[config.mk]
export PLATFORM = sky130hd
export DESIGN_NAME = hcsr04_echo_emulator
export DESIGN_NICKNAME = d
export VERILOG_FILES = /design/src/rtl/ultrasonic_emu_pkg.sv /design/src/rtl/us_tick_gen.sv /design/src/rtl/hcsr04_echo_emulator.sv
export SDC_FILE = /design/constraint.sdc
export NUM_CORES = 1
export LEC_CHECK = 0
export ABC_AREA = 1
export BUFFER_PORTS_ARGS = -buffer_cell sky130_fd_sc_hd__buf_2
export CAP_MARGIN = 20
export CORE_MARGIN = 5
export CORE_UTILIZATION = 29
export CTS_BUF_LIST = sky130_fd_sc_hd__clkbuf_8
export DETAILED_ROUTE_END_ITERATION = 6
export PLACE_DENSITY_LB_ADDON = 0.1
export SETUP_SLACK_MARGIN = 0.15
export SLEW_MARGIN = 20
export SYNTH_ARGS = -nofsm -noshare
export SYNTH_HDL_FRONTEND = slang
export SYNTH_SLANG_ARGS = --single-unit
[constraint.sdc]
create_clock -name sys_clk50m -period 4.65 [get_ports sys_clk50m]
set_input_delay 0.93 -clock sys_clk50m [delete_from_list [all_inputs] [get_ports sys_clk50m]]
set_output_delay 0.93 -clock sys_clk50m [all_outputs]
set_load 0.01 [all_outputs]
[src/rtl/ultrasonic_emu_pkg.sv]
// ultrasonic_emu_pkg
// Shared definitions for the HC-SR04 echo emulator and its measurement
// counterpart: FSM state encoding, default timing constants (so both sides
// agree on range limits) and the jitter LFSR step function.
package ultrasonic_emu_pkg;

  typedef enum logic [2:0] {
    IDLE    = 3'd0,
    TRIG_HI = 3'd1,
    BURST   = 3'd2,
    ECHO    = 3'd3,
    HOLDOFF = 3'd4
  } emu_state_t;

  localparam int DEF_TRIG_MIN_US = 10;
  localparam int DEF_BURST_US    = 200;
  localparam int DEF_US_PER_CM   = 58;
  localparam int DEF_MAX_CM      = 400;
  localparam int DEF_TIMEOUT_US  = 38000;
  localparam int DEF_HOLDOFF_US  = 10000;

  // 16-bit Fibonacci LFSR step, taps 16,14,13,11.
  function automatic logic [15:0] lfsr16_step(input logic [15:0] v);
    return {v[14:0], v[15] ^ v[13] ^ v[12] ^ v[10]};
  endfunction

endpackage

[src/rtl/us_tick_gen.sv]
// us_tick_gen
// Restartable microsecond prescaler. Counts 0..CYC_PER_US-1 and flags the
// last cycle of each microsecond. A restart forces the count to 0 on the
// next cycle so a new state always begins on a microsecond boundary.
// Ports:
//   clk     in  system clock
//   rst     in  asynchronous reset, active-high
//   restart in  clear the prescaler (next cycle counts from 0)
//   tick    out high on the final cycle of each microsecond
module us_tick_gen #(
  parameter int CYC_PER_US = 50
) (
  input  logic clk,
  input  logic rst,
  input  logic restart,
  output logic tick
);

  localparam int            CW   = (CYC_PER_US > 1) ? $clog2(CYC_PER_US) : 1;
  localparam logic [CW-1:0] LAST = CW'(CYC_PER_US - 1);

  logic [CW-1:0] count;

  // Prescaler counter with restart.
  always_ff @(posedge clk or posedge rst) begin
    if (rst) begin
      count <= '0;
    end else if (restart || (count == LAST)) begin
      count <= '0;
    end else begin
      count <= count + CW'(1);
    end
  end

  assign tick = (count == LAST);

endmodule

[src/rtl/hcsr04_echo_emulator.sv]
// hcsr04_echo_emulator
// Sensor-side responder model of an HC-SR04. A valid trig pulse (at least
// TRIG_MIN_US high) is answered, after a BURST_US delay, by an echo pulse
// whose width encodes dist_cm, followed by a HOLDOFF_US dead time.
// Optional build macro ECHO_JITTER_EN adds 0..7 us of LFSR jitter per echo.
// Ports:
//   sys_clk50m     in  system clock
//   sys_rst        in  asynchronous reset, active-high
//   trig           in  trigger (asynchronous, synchronized here)
//   dist_cm        in  programmed distance, sampled when trig is accepted
//   echo           out emulated echo
//   busy           out high whenever not IDLE
//   meas_done      out one-cycle pulse on the cycle echo falls
//   err_short_trig out one-cycle pulse when trig was too short
module hcsr04_echo_emulator
  import ultrasonic_emu_pkg::*;
#(
  parameter int CLK_FREQ_HZ = 50000000,
  parameter int TRIG_MIN_US = DEF_TRIG_MIN_US,
  parameter int BURST_US    = DEF_BURST_US,
  parameter int US_PER_CM   = DEF_US_PER_CM,
  parameter int MAX_CM      = DEF_MAX_CM,
  parameter int TIMEOUT_US  = DEF_TIMEOUT_US,
  parameter int HOLDOFF_US  = DEF_HOLDOFF_US,
  parameter int DIST_W      = 10
) (
  input  logic              sys_clk50m,
  input  logic              sys_rst,
  input  logic              trig,
  input  logic [DIST_W-1:0] dist_cm,
  output logic              echo,
  output logic              busy,
  output logic              meas_done,
  output logic              err_short_trig
);

  localparam int          CYC_PER_US = CLK_FREQ_HZ / 1000000;
  localparam logic [20:0] TRIG_MIN_C = 21'(TRIG_MIN_US);
  localparam logic [20:0] BURST_LAST = 21'(BURST_US - 1);
  localparam logic [20:0] HOLD_LAST  = 21'(HOLDOFF_US - 1);

  emu_state_t        state;
  emu_state_t        state_next;
  logic              trig_s1;
  logic              trig_s2;
  logic              trig_d;
  logic              trig_rise;
  logic              trig_fall;
  logic              tick;
  logic              restart;
  logic [20:0]       cnt;
  logic [DIST_W-1:0] dist_lat;
  logic [15:0]       width_us;
  logic [15:0]       width_base;
  logic              in_range;
  logic              trig_long;
  logic              accept;
  logic              burst_done;
  logic              echo_done;
  logic              hold_done;
  logic              echo_n;
  logic              busy_n;
  logic              meas_done_n;
  logic              err_n;

  // Two-flop synchronizer plus edge-detect register for trig.
  always_ff @(posedge sys_clk50m or posedge sys_rst) begin
    if (sys_rst) begin
      trig_s1 <= 1'b0;
      trig_s2 <= 1'b0;
      trig_d  <= 1'b0;
    end else begin
      trig_s1 <= trig;
      trig_s2 <= trig_s1;
      trig_d  <= trig_s2;
    end
  end

  assign trig_rise = trig_s2 & ~trig_d;
  assign trig_fall = ~trig_s2 & trig_d;

  us_tick_gen #(
    .CYC_PER_US(CYC_PER_US)
  ) u_tick (
    .clk    (sys_clk50m),
    .rst    (sys_rst),
    .restart(restart),
    .tick   (tick)
  );

  // Restart the prescaler and us counter on every state change.
  assign restart    = (state_next != state);
  // The tick landing on the fall cycle still counts toward trig length.
  assign trig_long  = ((cnt + {20'd0, tick}) >= TRIG_MIN_C);
  assign accept     = (state == TRIG_HI) && trig_fall && trig_long;
  assign burst_done = tick && (cnt == BURST_LAST);
  assign echo_done  = tick && (cnt == ({5'd0, width_us} - 21'd1));
  assign hold_done  = tick && (cnt == HOLD_LAST);
  assign in_range   = (dist_lat != '0) &&
                      ({{(32-DIST_W){1'b0}}, dist_lat} <= 32'(MAX_CM));
  assign width_base = in_range ? 16'({{(32-DIST_W){1'b0}}, dist_lat} * 32'(US_PER_CM))
                               : 16'(TIMEOUT_US);

  // FSM state register.
  always_ff @(posedge sys_clk50m or posedge sys_rst) begin
    if (sys_rst) begin
      state <= IDLE;
    end else begin
      state <= state_next;
    end
  end

  // FSM next-state logic.
  always_comb begin
    state_next = state;
    case (state)
      IDLE: begin
        if (trig_rise) state_next = TRIG_HI;
        else           state_next = IDLE;
      end
      TRIG_HI: begin
        if (trig_fall) state_next = trig_long ? BURST : IDLE;
        else           state_next = TRIG_HI;
      end
      BURST: begin
        if (burst_done) state_next = ECHO;
        else            state_next = BURST;
      end
      ECHO: begin
        if (echo_done) state_next = HOLDOFF;
        else           state_next = ECHO;
      end
      HOLDOFF: begin
        if (hold_done) state_next = IDLE;
        else           state_next = HOLDOFF;
      end
      default: state_next = IDLE;
    endcase
  end

  // FSM output decode, taken from the next state so outputs can be registered.
  always_comb begin
    echo_n      = (state_next == ECHO);
    busy_n      = (state_next != IDLE);
    meas_done_n = (state == ECHO) && echo_done;
    err_n       = (state == TRIG_HI) && trig_fall && !trig_long;
  end

  // Registered outputs; reset clears echo asynchronously.
  always_ff @(posedge sys_clk50m or posedge sys_rst) begin
    if (sys_rst) begin
      echo           <= 1'b0;
      busy           <= 1'b0;
      meas_done      <= 1'b0;
      err_short_trig <= 1'b0;
    end else begin
      echo           <= echo_n;
      busy           <= busy_n;
      meas_done      <= meas_done_n;
      err_short_trig <= err_n;
    end
  end

  // Microsecond counter; saturates in TRIG_HI so a stuck trig cannot wrap.
  always_ff @(posedge sys_clk50m or posedge sys_rst) begin
    if (sys_rst) begin
      cnt <= '0;
    end else if (restart || (state == IDLE)) begin
      cnt <= '0;
    end else if (tick) begin
      if (state == TRIG_HI) begin
        if (cnt < TRIG_MIN_C) cnt <= cnt + 21'd1;
        else                  cnt <= cnt;
      end else begin
        cnt <= cnt + 21'd1;
      end
    end else begin
      cnt <= cnt;
    end
  end

  // Distance latch at trigger acceptance.
  always_ff @(posedge sys_clk50m or posedge sys_rst) begin
    if (sys_rst) begin
      dist_lat <= '0;
    end else if (accept) begin
      dist_lat <= dist_cm;
    end else begin
      dist_lat <= dist_lat;
    end
  end

`ifdef ECHO_JITTER_EN
  logic [15:0] lfsr;

  // Jitter LFSR, stepped once per accepted trigger.
  always_ff @(posedge sys_clk50m or posedge sys_rst) begin
    if (sys_rst) begin
      lfsr <= 16'hACE1;
    end else if (accept) begin
      lfsr <= lfsr16_step(lfsr);
    end else begin
      lfsr <= lfsr;
    end
  end

  // Echo width in us, computed during BURST from the latched distance plus jitter.
  always_ff @(posedge sys_clk50m or posedge sys_rst) begin
    if (sys_rst) begin
      width_us <= '0;
    end else if (state == BURST) begin
      width_us <= width_base + {13'd0, lfsr[2:0]};
    end else begin
      width_us <= width_us;
    end
  end
`else
  // Echo width in us, computed during BURST from the latched distance.
  always_ff @(posedge sys_clk50m or posedge sys_rst) begin
    if (sys_rst) begin
      width_us <= '0;
    end else if (state == BURST) begin
      width_us <= width_base;
    end else begin
      width_us <= width_us;
    end
  end
`endif

endmodule

**Word-level counts from Yosys, hierarchy flattened**

Cells that the tools add are included.

- Muxes and demuxes: 13
- Order comparisons: 3
- Reduce and logical (&&, ||, !) cells: 16
- $mul: 1
- Bitwise gates (word level): 4
- Add/subtract/negate cells: 4
- Equality and inequality tests: 11

Operators by type and width:

| cell | count |
|---|---|
| $mux 21 | 4 |
| $add 21x1->21 | 1 |
| $add 21x1->21 const B | 1 |
| $eq 21x14->1 const B | 1 |
| $eq 21x21->1 | 1 |
| $eq 21x8->1 const B | 1 |
| $ge 21x4->1 const B | 1 |
| $lt 21x4->1 const B | 1 |
| $sub 16x1->17 const B | 1 |
| $mux 16 | 1 |
| $mul 10x5->15 const B | 1 |
| $pmux 3 s5 | 1 |
| $le 10x9->1 const B | 1 |
| $reduce_bool 10->1 | 1 |
| $eq 3x2->1 const B | 3 |
| $logic_and 1x1->1 | 8 |
| $add 6x1->6 const B | 1 |
| $eq 6x6->1 const B | 1 |
| $mux 3 | 2 |
| $mux 6 | 1 |
| $mux 2 | 2 |
| $eq 3x1->1 const B | 1 |
| $eq 3x3->1 const B | 1 |
| $logic_not 3->1 | 1 |
| 10 further kinds | 14 |

- Register bits: 63
- Input bits: 13

**Logic depth before layout (Yosys ltp)**

Gate-level depths: netlist (run 1).

- Depth in word-level cells: 10
- Depth in mapped cells: 21

**Hierarchy**

A second synthesis (run 1) with hierarchy kept.

- Cells, all modules: 692
- Area total of the unflattened synthesis: 5365.1 µm²

Modules (own cells, without submodules):

| module | times used | area each (µm²) | sequential area each (µm²) | cells each |
|---|---|---|---|---|
| hcsr04_echo_emulator | 1 | 5048.6 | 1401.3 | 659 |
| us_tick_gen | 1 | 316.6 | 150.1 | 33 |

**Worst setup path after synthesis (run 1)**

OpenSTA, ideal clock, no wires.

- Path kind: reg2reg
- Start: reg dist_lat[2]
- End: reg width_us[14]
- Period minus slack after synthesis: 3.288 ns
- Cell stages (with the launch flop): 19
- Path buffers: 0
- Setup slack: 1.362 ns
- Arrival: 3.223 ns
- Path through: dfrtp_1 fa_1 ha_1 inv_1 fa_1 inv_1 ha_1 a21oi_1 nand2_1 nand2_1 nand2_1 a21oi_1 o21ai_0 a21oi_1 nor2_1 nor2_1 xor2_1 nand2_1 nand2_1

- Word-level cells in the longest chain between the ends: 3
- Elaborated cells between the ends (all ways): 5
- Classes of those cells: mul (1); order compare (1); mux (1); reduce/logical (2)

Ends and longest elaborated chain:

| element | RTL line | RTL |
|---|---|---|
| from (decl) | hcsr04_echo_emulator.sv:52 | `logic [DIST_W-1:0] dist_lat;` |
| from (signal assigned) | hcsr04_echo_emulator.sv:187 | `dist_lat <= dist_cm;` |
| from (signal assigned) | hcsr04_echo_emulator.sv:189 | `dist_lat <= dist_lat;` |
| branches (longest 2 deep; another with $mul 10x5->15) | n/a |  |
| $mux 16 * | hcsr04_echo_emulator.sv:101 | `assign width_base = in_range ? 16'({{(32-DIST_W){1'b0}}, dist_lat} * 32'(US_PER_CM))` |
| to (signal assigned) | hcsr04_echo_emulator.sv:223 | `width_us <= width_base;` |
| to (signal assigned) | hcsr04_echo_emulator.sv:225 | `width_us <= width_us;` |
| to (decl) | hcsr04_echo_emulator.sv:53 | `logic [15:0] width_us;` |

Mark *: on every way between the ends.
A chain may end at the register's enable or synchronous reset.

**Worst setup path in the final report (run 1)**

- Start: reg dist_lat[4]
- End: reg width_us[14]

Same word-level chain as after synthesis.

==> flow_summary_export.csv, run 1 <==
group,metric,value,unit
worst_hold_path,hold_class,"reg2reg",
floorplanning,placementRows,49,
grt,grt_pass1_wl,22700,µm
floorplanning,dieArea,21300,µm²
logic_synthesis,yosysTopAreaCell,"dfrtp_1",
clocking,ctsHoldBuffers,0,
placed_design,dp_hpwl,10600,µm
pwr,switching_power,333,µW
worst_hold_path,hp-start,"trig_s1",
layout,drive_gt1_share,9.60,%
timing,setup_ws,1.08,ns
run_status,status,"finished, final reports clean",
floorplanning,die_width,146,µm
worst_setup_path,slowest_stage,"dfrtp_1",
grt,grt_max_degree,39,
pwr,seqPwrFrac,47.9,%
worst_setup_path,worstSetupPathDepth,18,
pwr,power_density,204,nW/µm²
logic_synthesis,syn_nets,786,
layout,layout_common_cells,"nand2_1, inv_1, nor2_1",
worst_setup_path,reg2reg_depth,18,
timing,slew_headroom,45.5,%
worst_setup_path,path_class,"reg2reg",
pwr,swShare,28.0,%
worst_setup_path,crit_path_start,"dist_lat[4]",
worst_setup_path,worst-path-buf-inv,2,
worst_setup_path,cp.required,4.95,ns
placed_design,port_buffers,16,
worst_setup_path,r2r_setup_slack,1.08,ns
floorplanning,core,18100,µm²
grt,overflow,0,
worst_setup_path,crit_path_cell_trace,"fa_1 -> ha_1 -> inv_1 -> fa_1 -> inv_1 -> ha_1 -> a21oi_1 -> nand2_1 -> nand2_1 -> nand2_1 -> a21oi_1 -> o21ai_0 -> a21oi_1 -> nor2_1 -> nor2_1 -> xor2_1 -> nand2_1 -> nand2_1",
timing,period_minus_slack,3.58,ns
timing,setup_viol_count_final,0,
route,dr.pass1.iters,4,
placed_design,gp_congestion,0.870,
route,vias,4397,
grt,track_usage,13.3,%
floorplanning,start_util,29.6,%
pwr,pwr-share-clk,42.6,%
worst_setup_path,cp_common_cell,"nand2_1",
timing,skew,0.0143,ns
logic_synthesis,synth_cell_types,43,
grt,grt_pass1_vias,4391,
worst_setup_path,cpPeakStageDelay,0.51,ns
grt,grt_antenna_before_repair,0,
logic_synthesis,synth_top_area_share,29.0,%
worst_setup_path,cp-end-kind,"flip-flop",
clocking,path_clk_slew,0.08,ns
route,drtIter0Drc,255,
clocking,cts_inserted_buffers,9,
clocking,clockBufferDepth,2,
pwr,intPower,857,µW
route,wl_per_cell,14.0,µm
logic_synthesis,synth-seq-cells,62,
timing,tightest_slew,0.817,ns
clocking,htreeDepth,3,
worst_setup_path,crit_family,"adder cells",
timing,timing.final.crit_share,76.9,%
pwr,p_leak,0.00296,µW
route,routed_via_density,4.59,
route,postRouteAntennaNets,0,
clocking,cts_root_buf,"clkbuf_8",
timing,hold_violations,0,
clocking,cts_sinks,62,
job,maxCapViolations,0,
route,totalWireLength,13400,µm
logic_synthesis,synth_area,5360,µm²
clocking,cts_tree,"done",
worst_setup_path,cp-start-kind,"flip-flop",
worst_setup_path,worstPathMaxFanout,6,
layout,syn_to_final_growth,9.18,%
placed_design,preCtsSetupSlack,1.06,ns
layout,layout.nets,799,
worst_setup_path,worstReg2RegStart,"dist_lat[4]",
pwr,pwr-share-comb,9.5,%
timing,tns,0,ns
logic_synthesis,synth_cells,711,
worst_hold_path,min_path_cells,0,
layout,layout_commonest_cell,"nand2_1",
route,drc,0,
clocking,cts-resized-gates,0,
clocking,post_cts_buffers,0,
timing,rsz0062_at_grt,"false",
layout,n_antenna_cell,0,
logic_synthesis,synth_seq_area_share,29.0,%
logic_synthesis,yosysWarningCount,0,
worst_setup_path,critical_path_arrival,3.87,ns
floorplanning,dieHeight,146,µm
logic_synthesis,synth.avg_cell_area,7.53,µm²
logic_synthesis,synth_area_leaders,"dfrtp_1, nand2_1, ha_1",
timing,max_freq,280,MHz
pwr,vdd_drop_max,0.127,mV
clocking,insertion_delay,0.36,ns
floorplanning,pin_count,17,
timing,slew_violations,0,
[flip-flops by register name, summed over array words and instances, names as in the netlist]
signal          cells
state               3
meas_done           1
cnt                21
err_short_trig      1
trig_s1             1
width_us           15
busy                1
echo                1
trig_s2             1
dist_lat           10
trig_d              1
u_tick.count        6
[path summary, 6_finish.rpt]
check	to
max	width_us[14]
min	trig_s2
max reg2reg	width_us[14]
min reg2reg	trig_s2
max in group asynchronous	width_us[6]
min in group asynchronous	u_tick.count[0]
[synth_stat cells, drive strengths merged]
| cell | number |
|---|---|
| nand3 | 46 |
| a2bb2oi | 1 |
| nor3 | 16 |
| nand3b | 5 |
| and2 | 1 |
| nand4 | 5 |
| nand2 | 165 |
| nor2 | 96 |
| a31oi | 1 |
| a211oi | 2 |
| o2111ai | 1 |
| nor3b | 1 |
| ha | 47 |
| o21ai | 31 |
| or2 | 3 |
| buf | 12 |
| o22ai | 9 |
| dfrtp | 62 |
| xor2 | 40 |
| a21oi | 13 |
| clkinv | 1 |
| a41oi | 1 |
| fa | 15 |
| clkbuf | 4 |
| o211ai | 2 |
| nor4 | 3 |
| xnor2 | 14 |
| inv | 114 |
[metrics by stage]
stage / cell area, µm² / util, % / instances / total power, µW / hold WS (ns)
2_1_floorplan: 5360 / - / 711 / 676 / 0.331
3_3_place_gp: 5640 / 31.2 / 942 / 696 / 0.335
3_5_place_dp: 5640 / 31.2 / 942 / 698 / 0.338
4_1_cts: 5850 / 32.3 / 958 / 1220 / 0.349
5_1_grt: 5850 / 32.3 / 958 / 1250 / 0.358
6_report: 5850 / 32.3 / 958 / 1190 / 0.346
[cells by family after synthesis]
kind of cell | synth area share [%]
simple gates | 29.4
compound gates | 6.33
buf+inv | 9.91
flops | 29.0
xor+xnor | 8.83
fa+ha+maj | 16.6
[worst reg2reg max path, delay by kind of cell (launching register included)]
kind / cells / cell delay (ns)
compound gates: 4 / 0.67
xor+xnor: 1 / 0.15
fa+ha+maj: 4 / 1.59
buf+inv: 2 / 0.09
flops: 1 / 0.51
simple gates: 7 / 0.49
[layout make-up]
class	count	area, µm²
Fill cell	1928	12200
Multi-Input combinational cell	518	3270
Sequential cell	62	1550
Inverter	115	434
Tap cell	229	287
Clock buffer	10	138
Timing Repair Buffer	18	95.1
Clock inverter	6	68.8
[metal layers]
layer	part of all wire (%)	wire length (µm)	global-route usage, %	vias up
li1	-	-	-	2250
met1	49	6590	19.0	2052
met2	44	5820	20.4	79
met3	5.4	720	2.15	16
met4	1.9	249	4.42	0
met5	0	0	0	-
[power by group through the flow]
stage	registers, µW	clock network, µW	logic [µW]
floorplan	579	0	96.8
global placement	580	0	116
detailed placement	581	0	117
CTS	570	531	118
global route	572	550	130
finish	570	507	113
Power figures use the tool's default switching activity.
==> inputs of run 2 (changes only) <==
Clock period 4.65 ns to 3.4 ns, I/O delays scaled along.
==> flow_summary_export.csv, run 2 (synthesis results as in run 1) <==
group,metric,value,unit
layout,seqCellArea,1560,µm²
timing,slew_headroom,44.5,%
layout,post-route-util,34.5,%
timing,slew_violations,0,
timing,skew,0.0163,ns
worst_setup_path,cp-start-kind,"flip-flop",
worst_hold_path,hp-start,"trig_s1",
floorplanning,pin_count,17,
worst_setup_path,rr_endpoint,"width_us[15]",
pwr,power_density,259,nW/µm²
worst_setup_path,reg2reg_depth,19,
timing,max_freq,303,MHz
timing,setup_ws,0.0999,ns
clocking,path_clk_slew,0.08,ns
grt,overflow,0,
layout,largest_reg_flops,21,
job,maxCapViolations,0,
layout,n_antenna_cell,0,
worst_hold_path,min_to,"trig_s2",
placed_design,gp_congestion,0.873,
layout,syn_to_final_growth,16.7,%
layout,layout_common_cells,"nand2_1, inv_1, nor2_1",
timing,setup_viol_count_final,0,
worst_hold_path,min_path_cells,0,
layout,top_register,"cnt",
timing,period_minus_slack,3.30,ns
floorplanning,dieHeight,146,µm
worst_setup_path,crit_path_cell_trace,"buf_6 -> fa_1 -> ha_1 -> inv_1 -> fa_1 -> inv_1 -> ha_4 -> nand2_2 -> nor2_4 -> nand3_2 -> o2111ai_2 -> nand2_1 -> inv_1 -> nor2_1 -> nor2_1 -> nor2_1 -> xor2_1 -> o22ai_1 -> inv_1",
floorplanning,die_width,146,µm
timing,tns,0,ns
worst_setup_path,path_class,"reg2reg",
placed_design,preCtsSetupSlack,-0.0374,ns
worst_setup_path,worstReg2RegStart,"dist_lat[4]",
layout,multiInputGateArea,3480,µm²
grt,grt_max_degree,63,
worst_setup_path,cp-end-kind,"flip-flop",
clocking,insertion_delay,0.37,ns
clocking,clockBufferDepth,2,
route,postRouteAntennaNets,0,
clocking,cts_tree,"done",
route,wl_per_cell,14.3,µm
grt,track_usage,13.7,%
route,drtIter0Drc,390,
route,routed_via_density,4.59,
pwr,finalPower,1620,µW
layout,layout.nets,823,
layout,top_regs,"cnt: 21 flops, width_us: 15 flops, dist_lat: 10 flops",
timing,tightest_slew,0.824,ns
floorplanning,dieArea,21300,µm²
route,vias,4510,
worst_setup_path,cp_common_cell,"inv_1",
floorplanning,core,18100,µm²
worst_setup_path,critical_path_arrival,3.55,ns
clocking,cts_sinks,62,
pwr,vdd_drop_max,0.188,mV
worst_hold_path,hold_class,"reg2reg",
grt,grt_pass1_vias,4529,
worst_setup_path,cpPeakStageDelay,0.50,ns
layout,n_fill_cell,1908,
clocking,cts_inserted_buffers,9,
worst_setup_path,crit_path_start,"dist_lat[4]",
placed_design,dp_hpwl,10800,µm
grt,grt_pass1_wl,23500,µm
route,dr.pass1.iters,5,
clocking,cts_root_buf,"clkbuf_8",
route,drc,0,
pwr,p_leak,0.00310,µW
timing,rsz0062_at_grt,"true",
worst_setup_path,r2r_setup_slack,0.1,ns
grt,grt_antenna_before_repair,0,
floorplanning,placementRows,49,
layout,drive_gt1_share,18.5,%
layout,layout_commonest_cell,"nand2_1",
floorplanning,start_util,29.6,%
worst_setup_path,worstPathMaxFanout,4,
worst_setup_path,slowest_stage,"fa_1",
timing,timing.final.crit_share,97.1,%
worst_setup_path,cp.required,3.65,ns
timing,hold_violations,0,
clocking,htreeDepth,3,
placed_design,port_buffers,16,
run_status,status,"finished, final reports clean",
route,totalWireLength,14100,µm
[run 2: cell count changes in the layout (fill, tap and decap cells not counted), moves of 5 or more]
cell,previous run,this run
buf_4,2,21
nand2_1,160,151
ha_1,47,39
nand2_2,4,12
nor2_1,75,67
buf_6,0,5
dfrtp_1,62,57
dfrtp_2,0,5
ha_4,0,5
[run 2: what timing repair did]
item | in CTS | in global routing
pin swaps | 9 | 36
endpoints found under the setup margin | 4 | 18
buffers inserted | 3 | 1
cloned | 0 | 1
gates resized for setup | 16 | 43
hold buffers | 0 | 0
[run 2: worst max-delay path: cells and delay by family (launching register included)]
kind	cells	cell delay (ns)
AO/OA/AOI/OAI	2	0.18
adder cells (fa/ha/maj)	4	1.48
flip-flops	1	0.45
XOR/XNOR	1	0.14
buffers and inverters	5	0.38
AND/OR/NAND/NOR	7	0.56
[run 2: layer usage]
| metal | vias up | wire length [µm] | global-route usage, % |
|---|---|---|---|
| met5 | - | 0 | 0 |
| met4 | 0 | 233 | 4.65 |
| met3 | 15 | 596 | 2.40 |
| met2 | 84 | 6220 | 21.3 |
| met1 | 2110 | 7030 | 19.3 |
| li1 | 2301 | - | - |
[run 2: layout make-up]
cell class / instances / share of cell area, %
Clock buffer: 9 / 1.98
Clock inverter: 7 / 1.20
Inverter: 115 / 6.95
Multi-Input combinational cell: 518 / 55.6
Sequential cell: 62 / 24.9
Tap cell: 229 / 4.59
Timing Repair Buffer: 42 / 4.71
[run 2: report_power, final]
part / total [µW] / internal (µW) / switching (µW)
combinational: 158 / 50.2 / 108
sequential: 780 / 760 / 20.0
clock: 682 / 341 / 341
[run 2: worst max path at each step]
stage,endpoint,slack [ns],cells after the start
2_1_floorplan,width_us[14],0.15,18
3_3_place_gp,width_us[14],0.01,18
3_5_place_dp,width_us[15],-0.04,19
4_1_cts,width_us[15],0.08,19
5_1_grt,width_us[15],-0.17,20
6_report,width_us[15],0.1,19
[run 2: stage by stage]
| stage | std cells | hold slack (ns) | instance area [µm²] |
|---|---|---|---|
| floorplan | 711 | 0.331 | 5360 |
| global placement | 961 | 0.333 | 5780 |
| detailed placement | 961 | 0.337 | 5780 |
| CTS | 980 | 0.357 | 6100 |
| global route | 982 | 0.376 | 6250 |
| finish | 982 | 0.354 | 6250 |
